**src/rtl/sns_pkg.sv**
```systemverilog
// Shared types and constants for the nibble-serial SubBytes stage of the small-scale AES datapath.
// AFF_MATRIX is row-packed: bits [4j+3:4j] select the inputs XORed into output bit j.
package sns_pkg;

  typedef enum logic [1:0] {
    IDLE = 2'd0,
    RUN  = 2'd1,
    DONE = 2'd2
  } state_t;

  localparam logic [15:0] AFF_MATRIX = 16'hBDE7;
  localparam logic [3:0]  AFF_CONST  = 4'h6;

  // Golden 4-bit S-box, nibble i holds SBOX4[i].
  localparam logic [63:0] SBOX4_TBL = 64'h8013_CFD9_A7E2_45B6;

  function automatic logic [3:0] sbox4(input logic [3:0] x);
    logic [63:0] tbl;
    tbl = SBOX4_TBL;
    return tbl[{x, 2'b00} +: 4];
  endfunction

endpackage

```
**src/rtl/sns_affine4.sv**
```systemverilog
// S-box affine output map y = L*x ^ c over GF(2); purely combinational, zero latency.
// No flow control: the caller decides when the result is used.
module sns_affine4
  import sns_pkg::*;
(
  input  logic [3:0] x,
  output logic [3:0] y
);

  for (genvar j = 0; j < 4; j++) begin : g_row
    assign y[j] = (^(AFF_MATRIX[4*j +: 4] & x)) ^ AFF_CONST[j];
  end

endmodule

```
**src/rtl/sub_nibbles_serial.sv**
```systemverilog
// Nibble-serial SubBytes: one nibble per cycle through the external GF(2^4) inverter, then the affine map.
// Input-to-output handshake latency NUM_NIB+1 (2*NUM_NIB+1 with SNS_INV_REG_EN); out_ready=0 holds DONE.
module sub_nibbles_serial
  import sns_pkg::*;
#(
  parameter int NIB_W     = 4,
  parameter int NUM_NIB   = 4,
  parameter int MSB_FIRST = 1
) (
  input  logic                     clk,
  input  logic                     rst_n,
  input  logic                     in_valid,
  output logic                     in_ready,
  input  logic [NIB_W*NUM_NIB-1:0] in_data,
  output logic [NIB_W-1:0]         sbox_in,
  input  logic [NIB_W-1:0]         sbox_out,
  output logic                     out_valid,
  input  logic                     out_ready,
  output logic [NIB_W*NUM_NIB-1:0] out_data,
  output logic                     busy
);

  localparam int               CNT_W = $clog2(NUM_NIB);
  localparam logic [CNT_W-1:0] LAST  = CNT_W'(NUM_NIB - 1);

  state_t                   state_q, state_d;
  logic [CNT_W-1:0]         cnt_q;
  logic [CNT_W-1:0]         pos;
  logic [NIB_W*NUM_NIB-1:0] word_q;
  logic [NIB_W*NUM_NIB-1:0] res_q;
  logic                     nib_step;
  logic [NIB_W-1:0]         aff_in;
  logic [NIB_W-1:0]         aff_out;

  // The counter parks on LAST after a word, so sbox_in keeps showing the last nibble outside RUN.
  assign pos     = (MSB_FIRST != 0) ? (LAST - cnt_q) : cnt_q;
  assign sbox_in = word_q[pos*NIB_W +: NIB_W];

`ifdef SNS_INV_REG_EN
  logic             phase_q;
  logic [NIB_W-1:0] inv_q;

  // Phase 0 drives the inverter, phase 1 uses the registered return.
  assign nib_step = (state_q == RUN) && phase_q;
  assign aff_in   = inv_q;

  always_ff @(posedge clk or negedge rst_n) begin
    if (!rst_n) begin
      phase_q <= 1'b0;
      inv_q   <= '0;
    end else begin
      phase_q <= (state_q == RUN) ? ~phase_q : 1'b0;
      if ((state_q == RUN) && !phase_q) inv_q <= sbox_out;
    end
  end
`else
  assign nib_step = (state_q == RUN);
  assign aff_in   = sbox_out;
`endif

  sns_affine4 u_affine (
    .x (aff_in),
    .y (aff_out)
  );

  always_comb begin
    state_d   = state_q;
    in_ready  = 1'b0;
    out_valid = 1'b0;
    busy      = 1'b1;
    case (state_q)
      IDLE: begin
        in_ready = 1'b1;
        busy     = 1'b0;
        if (in_valid) state_d = RUN;
      end
      RUN: begin
        if (nib_step && (cnt_q == LAST)) state_d = DONE;
      end
      DONE: begin
        out_valid = 1'b1;
        if (out_ready) state_d = IDLE;
      end
      default: state_d = IDLE;
    endcase
  end

  always_ff @(posedge clk or negedge rst_n) begin
    if (!rst_n) begin
      state_q <= IDLE;
      cnt_q   <= '0;
      word_q  <= '0;
      res_q   <= '0;
    end else begin
      state_q <= state_d;
      if ((state_q == IDLE) && in_valid) begin
        word_q <= in_data;
        cnt_q  <= '0;
      end
      if (nib_step) begin
        res_q[pos*NIB_W +: NIB_W] <= aff_out;
        if (cnt_q != LAST) cnt_q <= cnt_q + 1'b1;
      end
    end
  end

  assign out_data = res_q;

endmodule
```
**config.mk**
```make
export PLATFORM = sky130hd
export DESIGN_NAME = sub_nibbles_serial
export DESIGN_NICKNAME = d
export VERILOG_FILES = /design/src/rtl/sns_pkg.sv /design/src/rtl/sns_affine4.sv /design/src/rtl/sub_nibbles_serial.sv
export SDC_FILE = /design/constraint.sdc
export NUM_CORES = 1
export LEC_CHECK = 0
export CORE_UTILIZATION = 32
export DETAILED_ROUTE_END_ITERATION = 12
export MAX_ROUTING_LAYER = met4
export PLACE_DENSITY = 0.55
export REMOVE_ABC_BUFFERS = 1
export SETUP_SLACK_MARGIN = 0.05
export SLEW_MARGIN = 20
export SYNTH_ARGS = -nofsm -noshare
export SYNTH_HDL_FRONTEND = slang
export SYNTH_SLANG_ARGS = --single-unit
```
**constraint.sdc**
```tcl
create_clock -name clk -period 2.08 [get_ports clk]
set_input_delay 0.416 -clock clk [delete_from_list [all_inputs] [get_ports clk]]
set_output_delay 0.416 -clock clk [all_outputs]
set_load 0.05 [all_outputs]
```
==> flow_summary.toml, run 1 <==
[route]
wl_um = 3382
firstDrtPassIters = 4
vias = 1133
drt_iter0_drc = 39
drtAntennaViolNets = 0
wl_per_cell_um = 13.92
via_per_inst = 4.663
drc = 0

[setup_path]
critPathKind = "reg2out"
rr_startpoint = "cnt_q[0]"
critical-path-slowest-cell = "mux4_2"
crit_start = "cnt_q[0]"
max_stage_delay_ns = 0.53
critPathLaunchType = "register"
cp_top_family = "multiplexers"
critPathMaxFanout = 6
crit_chain = "mux4_2 -> buf_4"
worstSetupEndpointType = "primary output"
required_ns = 1.66
worstPathArrival_ns = 1.49
cp.buffers_inverters = 1

[synthesis]
ys_top_cells_by_count = "dfrtp_1 (36), mux2_4 (10), xnor2_1 (10)"
netlist_instances = 118
syn_area_mm2 = 0.001719
ys_warn_count = 0
post-synth-top-area-cell = "dfrtp_1"
yosysMostFrequentCell = "dfrtp_1"
async_flop_share = 1.000
synth_edf_count = 0
syn_avg_cell_area_um2 = 14.57
synth-main-ff-cell = "dfrtp_1"
synthDistinctLibCells = 24
synth_seq_cells = 36
yosysSeqAreaShare = 0.5240
synth_top_area_frac = 0.5240
ys_top_cells_by_area = "dfrtp_1 (52%), mux2_4 (8.7%), mux4_2 (5.2%), xnor2_1 (5.1%), mux2_2 (4.6%)"

[sta]
skew_ns = 0.008498
finalCritPeriodShare = 0.9152
drv_slew = 0
period_needed_ns = 1.904
setup_tns_ns = 0
max_slew.worst_pin.slew_ns = 0.5315
timing.final.ws_setup_ns = 0.1764
max_freq_mhz = 525.3
rsz0062_at_grt = "false"
slew_headroom = 0.6446
finalSetupViolations = 0
hold_viol_final = 0

[clocking]
clk_latency_ns = 0.28
htreeDepth = 2
tritoncts = "yes"
clkTransAtPathRegs_ns = 0.07
cts_buffers = 5
cts_buffer_depth = 2
clock-sinks = 36
cts-root-buf = "clkbuf_8"

[power_and_ir_drop]
p_sw_w = 0.001788
internal-power_w = 0.002254
peakVddDrop_v = 0.0008558
clockPowerShare = 0.124
pwr_density_cell_mw_per_mm2 = 1718
p_leak_nw = 1.005
finalPower_w = 0.004042
combPwrFrac = 0.565
pwr-share-seq = 0.311
netSwitchingFraction = 0.4423

[floorplan]
ios = 47
die_area_mm2 = 0.005669
start_util = 0.3345
fp-row-count = 26
core_area_mm2 = 0.005140
die-width_um = 75.30
die_h_um = 75.30

[hold_path]
hp-start = "out_data[6]"
hold_class = "reg2reg"

[grt]
antenna_found_initial = 0
grt_max_degree = 37
grt_pass1_wl_um = 5685
grt.total_usage = 0.1408
grt_pass1_vias = 1213
gr-total-overflow = 0

[final_layout]
areaGrowthSynthToFinish_pct = 36.90
diodes = 0
num-nets-final = 201
final_util = 0.4579
drive_gt1_frac = 0.2543
final_area_mm2 = 0.002354

[placement]
dpl.hpwl_um = 2533
place_area_mm2 = 0.002252
gp_congestion = 0.7667
portBuffers = 46
preCtsSetupSlack_ns = 0.1900

[flow_run]
max-cap-violations = 0

[status]
status = "finished clean"
## power by group through the flow
stage / clock network, W / registers, W / logic (W)
finish: 0.000501 / 0.00126 / 0.00228
global route: 0.000553 / 0.00131 / 0.00242
CTS: 0.000518 / 0.00128 / 0.00228
detailed placement: 0 / 0.00129 / 0.00227
global placement: 0 / 0.00128 / 0.00224
floorplan: 0 / 0.00162 / 0.00123
## cells in the final DEF (no fill, tap or decap), types with 2 or more instances in the layout
master	netlist	routed
inv_1	5	5
ha_1	5	5
a22o_1	8	8
xor2_2	2	2
mux4_2	4	4
clkbuf_8	0	6
nor2_1	3	3
o21ai_0	2	2
clkinv_2	0	2
dfrtp_1	36	35
nand2_1	5	5
xnor2_1	10	10
nand2b_1	2	2
clkdlybuf4s50_1	0	39
mux2_4	10	10
nand4b_1	2	2
mux2_2	7	7
o2bb2ai_1	8	8
buf_4	0	9
## registers in the layout (all words and copies together), names as in the netlist
register  count
out_data     16
cnt_q         2
state_q       2
word_q       16
## worst paths after layout
check	end	slack (ns)	cells past startpoint
max in group asynchronous	cnt_q[0]	1.17	2
min	out_data[6]	0.49	1
max	sbox_in[0]	0.18	2
min reg2reg	out_data[6]	0.49	1
max reg2reg	out_data[3]	0.31	6
min in group asynchronous	out_data[15]	0.57	2
## stage by stage
step | hold slack, ns | std cells
floorplan | 0.1204 | 116
global placement | 0.4734 | 234
detailed placement | 0.4766 | 234
CTS | 0.4956 | 242
global route | 0.5201 | 243
finish | 0.4886 | 243
## timing repair
item                                   CTS  global route
endpoints found under the hold margin    0             0
setup endpoints to repair                4             4
setup buffers                            0             1
hold buffers                             0             0
cloned                                   0             0
resized for setup                        1             0
pin swaps                                0             0
## cells by family after synthesis
family	synth area share
compound gates	0.08734
xor+xnor	0.06987
fa+ha+maj	0.03639
buf+inv	0.02547
flops	0.5240
mux	0.1856
simple gates	0.07133
## routing by layer
layer	vias to the layer above	track usage	wire length, um
li1	530	-	-
met1	560	0.1756	1608
met2	38	0.2232	1558
met3	5	0.04365	180
met4	0	0.03704	34
met5	-	-	0
## final cells by class
cell class              instances  area, um^2
inverters                       5       18.77
clock inverters                 2       10.01
fillers                       497        2786
multi-input cells              75       774.5
flip-flops and latches         36       902.1
repair buffers                 49       478.0
well taps                      70       87.58
clock buffers                   6       82.58
Power figures use the tool's default switching activity.
==> run 2: changes to the inputs <==
--- a/config.mk
+++ b/config.mk
@@ -5,6 +5,7 @@
 export SDC_FILE = /design/constraint.sdc
 export NUM_CORES = 1
 export LEC_CHECK = 0
+export ABC_CLOCK_PERIOD_IN_PS = 2080
 export CORE_UTILIZATION = 32
 export DETAILED_ROUTE_END_ITERATION = 12
 export MAX_ROUTING_LAYER = met4
==> results of run 2 <==
Same layout as run 1: the final DEF is identical, and so are final timing and power.
==> run 3: changes to the inputs <==
--- a/config.mk
+++ b/config.mk
@@ -6,6 +6,7 @@
 export NUM_CORES = 1
 export LEC_CHECK = 0
 export ABC_CLOCK_PERIOD_IN_PS = 2080
+export CORE_MARGIN = 2
 export CORE_UTILIZATION = 32
 export DETAILED_ROUTE_END_ITERATION = 12
 export MAX_ROUTING_LAYER = met4
==> run 3 against run 2 <==
Routed wire length increased by 2.9%. Clock-buffer cell count increased by 2. Sequential share of layout area shrank 0.081 points. Non-clock buffer count increased by 1. First-iteration DRC count up 10%. Hold slack better by 0.0011 ns. Critical path type unchanged. Critical endpoint unchanged. Largest cell class unchanged.
==> flow_summary.toml, run 3 (same netlist as run 1, synthesis figures left out) <==
[status]
status = "finished clean"

[floorplan]
die-width_um = 77.30
die_h_um = 77.30
core_area_mm2 = 0.005140
ios = 47
start_util = 0.3345
die_area_mm2 = 0.005975
fp-row-count = 26

[sta]
period_needed_ns = 1.946
drv_slew = 0
setup_tns_ns = 0
max_slew.worst_pin.slew_ns = 0.5104
rsz0062_at_grt = "false"
max_freq_mhz = 513.8
timing.final.ws_setup_ns = 0.1337
slew_headroom = 0.6587
hold_viol_final = 0
skew_ns = 0.005403
finalCritPeriodShare = 0.9357
finalSetupViolations = 0

[grt]
grt.total_usage = 0.1355
grt_pass1_vias = 1284
antenna_found_initial = 0
grt_pass1_wl_um = 6134
grt_max_degree = 37
gr-total-overflow = 0

[setup_path]
worstPathArrival_ns = 1.53
max_stage_delay_ns = 0.54
cp.buffers_inverters = 1
critical-path-slowest-cell = "mux4_2"
worstSetupEndpointType = "primary output"
required_ns = 1.66
crit_chain = "mux4_2 -> buf_4"
critPathMaxFanout = 9
critPathKind = "reg2out"
cp_top_family = "multiplexers"
critPathLaunchType = "register"

[power_and_ir_drop]
internal-power_w = 0.002273
netSwitchingFraction = 0.4395
clockPowerShare = 0.123
p_sw_w = 0.001782
pwr-share-seq = 0.312
pwr_density_cell_mw_per_mm2 = 1719
peakVddDrop_v = 0.0009624
combPwrFrac = 0.565
p_leak_nw = 1.004

[clocking]
hold_buffers = 0
clock-sinks = 36
htreeDepth = 2
clkTransAtPathRegs_ns = 0.07
cts-root-buf = "clkbuf_8"
cts_buffers = 5
clk_latency_ns = 0.28
cts_buffer_depth = 2
tritoncts = "yes"

[route]
via_per_inst = 4.697
vias = 1146
wl_per_cell_um = 14.27
drtAntennaViolNets = 0
wl_um = 3481
drc = 0
drt_iter0_drc = 43
firstDrtPassIters = 4

[final_layout]
diodes = 0
fillers = 500
num-nets-final = 202
drive_gt1_frac = 0.2471
layout_common_cells = "clkdlybuf4s50_1 (39), dfrtp_1 (35), mux2_4 (10), xnor2_1 (10), buf_4 (10)"
final_common_cell = "clkdlybuf4s50_1"
areaGrowthSynthToFinish_pct = 37.19

[hold_path]
hold_class = "reg2reg"

[placement]
preCtsSetupSlack_ns = 0.1869
dpl.hpwl_um = 2595
gp_congestion = 0.7053
portBuffers = 46

[flow_run]
max-cap-violations = 0
-- run 3: cell count changes in the layout (fill, tap and decap cells not counted) --
cell	delta
buf_4	+1
clkbuf_1	+2
clkinv_2	-2
-- run 3: cell type report --
type,instances,area [um^2],area share
sequential,36,902.1,0.3825
multi-input combinational,75,774.5,0.3284
timing repair buffer,50,485.5,0.2058
clock buffer,8,90.09,0.03820
tap,70,87.58,0.03714
inverter,5,18.77,0.007958
-- run 3: what timing repair did --
action | CTS | global route
resized for setup | 1 | 0
hold endpoints to repair | 0 | 0
buffers inserted | 0 | 2
endpoints found under the setup margin | 4 | 4
-- run 3: final timing paths --
| check | start | endpoint | slack, ns | depth (start not counted) |
|---|---|---|---|---|
| worst max-delay path | cnt_q[0] | sbox_in[0] | 0.13 | 2 |
| worst min-delay path | out_data[6] | out_data[6] | 0.49 | 1 |
| worst max register to register | cnt_q[1] | out_data[10] | 0.31 | 5 |
| worst min register to register | out_data[6] | out_data[6] | 0.49 | 1 |
| max in group asynchronous | rst_n | cnt_q[0] | 1.17 | 2 |
| min in group asynchronous | rst_n | out_data[14] | 0.56 | 2 |
-- run 3: worst register-to-register path: stages (launching register included) --
cell,delay (ns)
dfrtp_1,0.55
inv_1,0.14
ha_1,0.37
nand3_1,0.10
nor4_2,0.33
a22o_1,0.22
-- run 3: routing by layer --
metal	vias up	track usage	wire [um]
met2	43	0.2130	1684
met5	-	-	0
met4	0	0.05714	52
met1	561	0.1582	1486
li1	535	-	-
met3	7	0.04706	258
-- run 3: stage by stage --
stage               hold WS [ns]  power (W)  cells  utilization  area, um^2
global route              0.5175   0.004328    244       0.4589        2359
floorplan                 0.1204   0.002858    116            -        1694
finish                    0.4897   0.004054    244       0.4589        2359
detailed placement        0.4766   0.003557    234       0.4382        2252
global placement          0.4723   0.003527    234       0.4382        2252
CTS                       0.4954   0.004075    242       0.4559        2344
-- run 3: power groups by stage --
stage	sequential (W)	combinational [W]	clock [W]
4_1_cts	0.00128	0.00228	0.000517
3_5_place_dp	0.00129	0.00227	0
5_1_grt	0.00132	0.00245	0.000558
6_report	0.00127	0.00229	0.000499
3_3_place_gp	0.00128	0.00225	0
2_1_floorplan	0.00162	0.00123	0
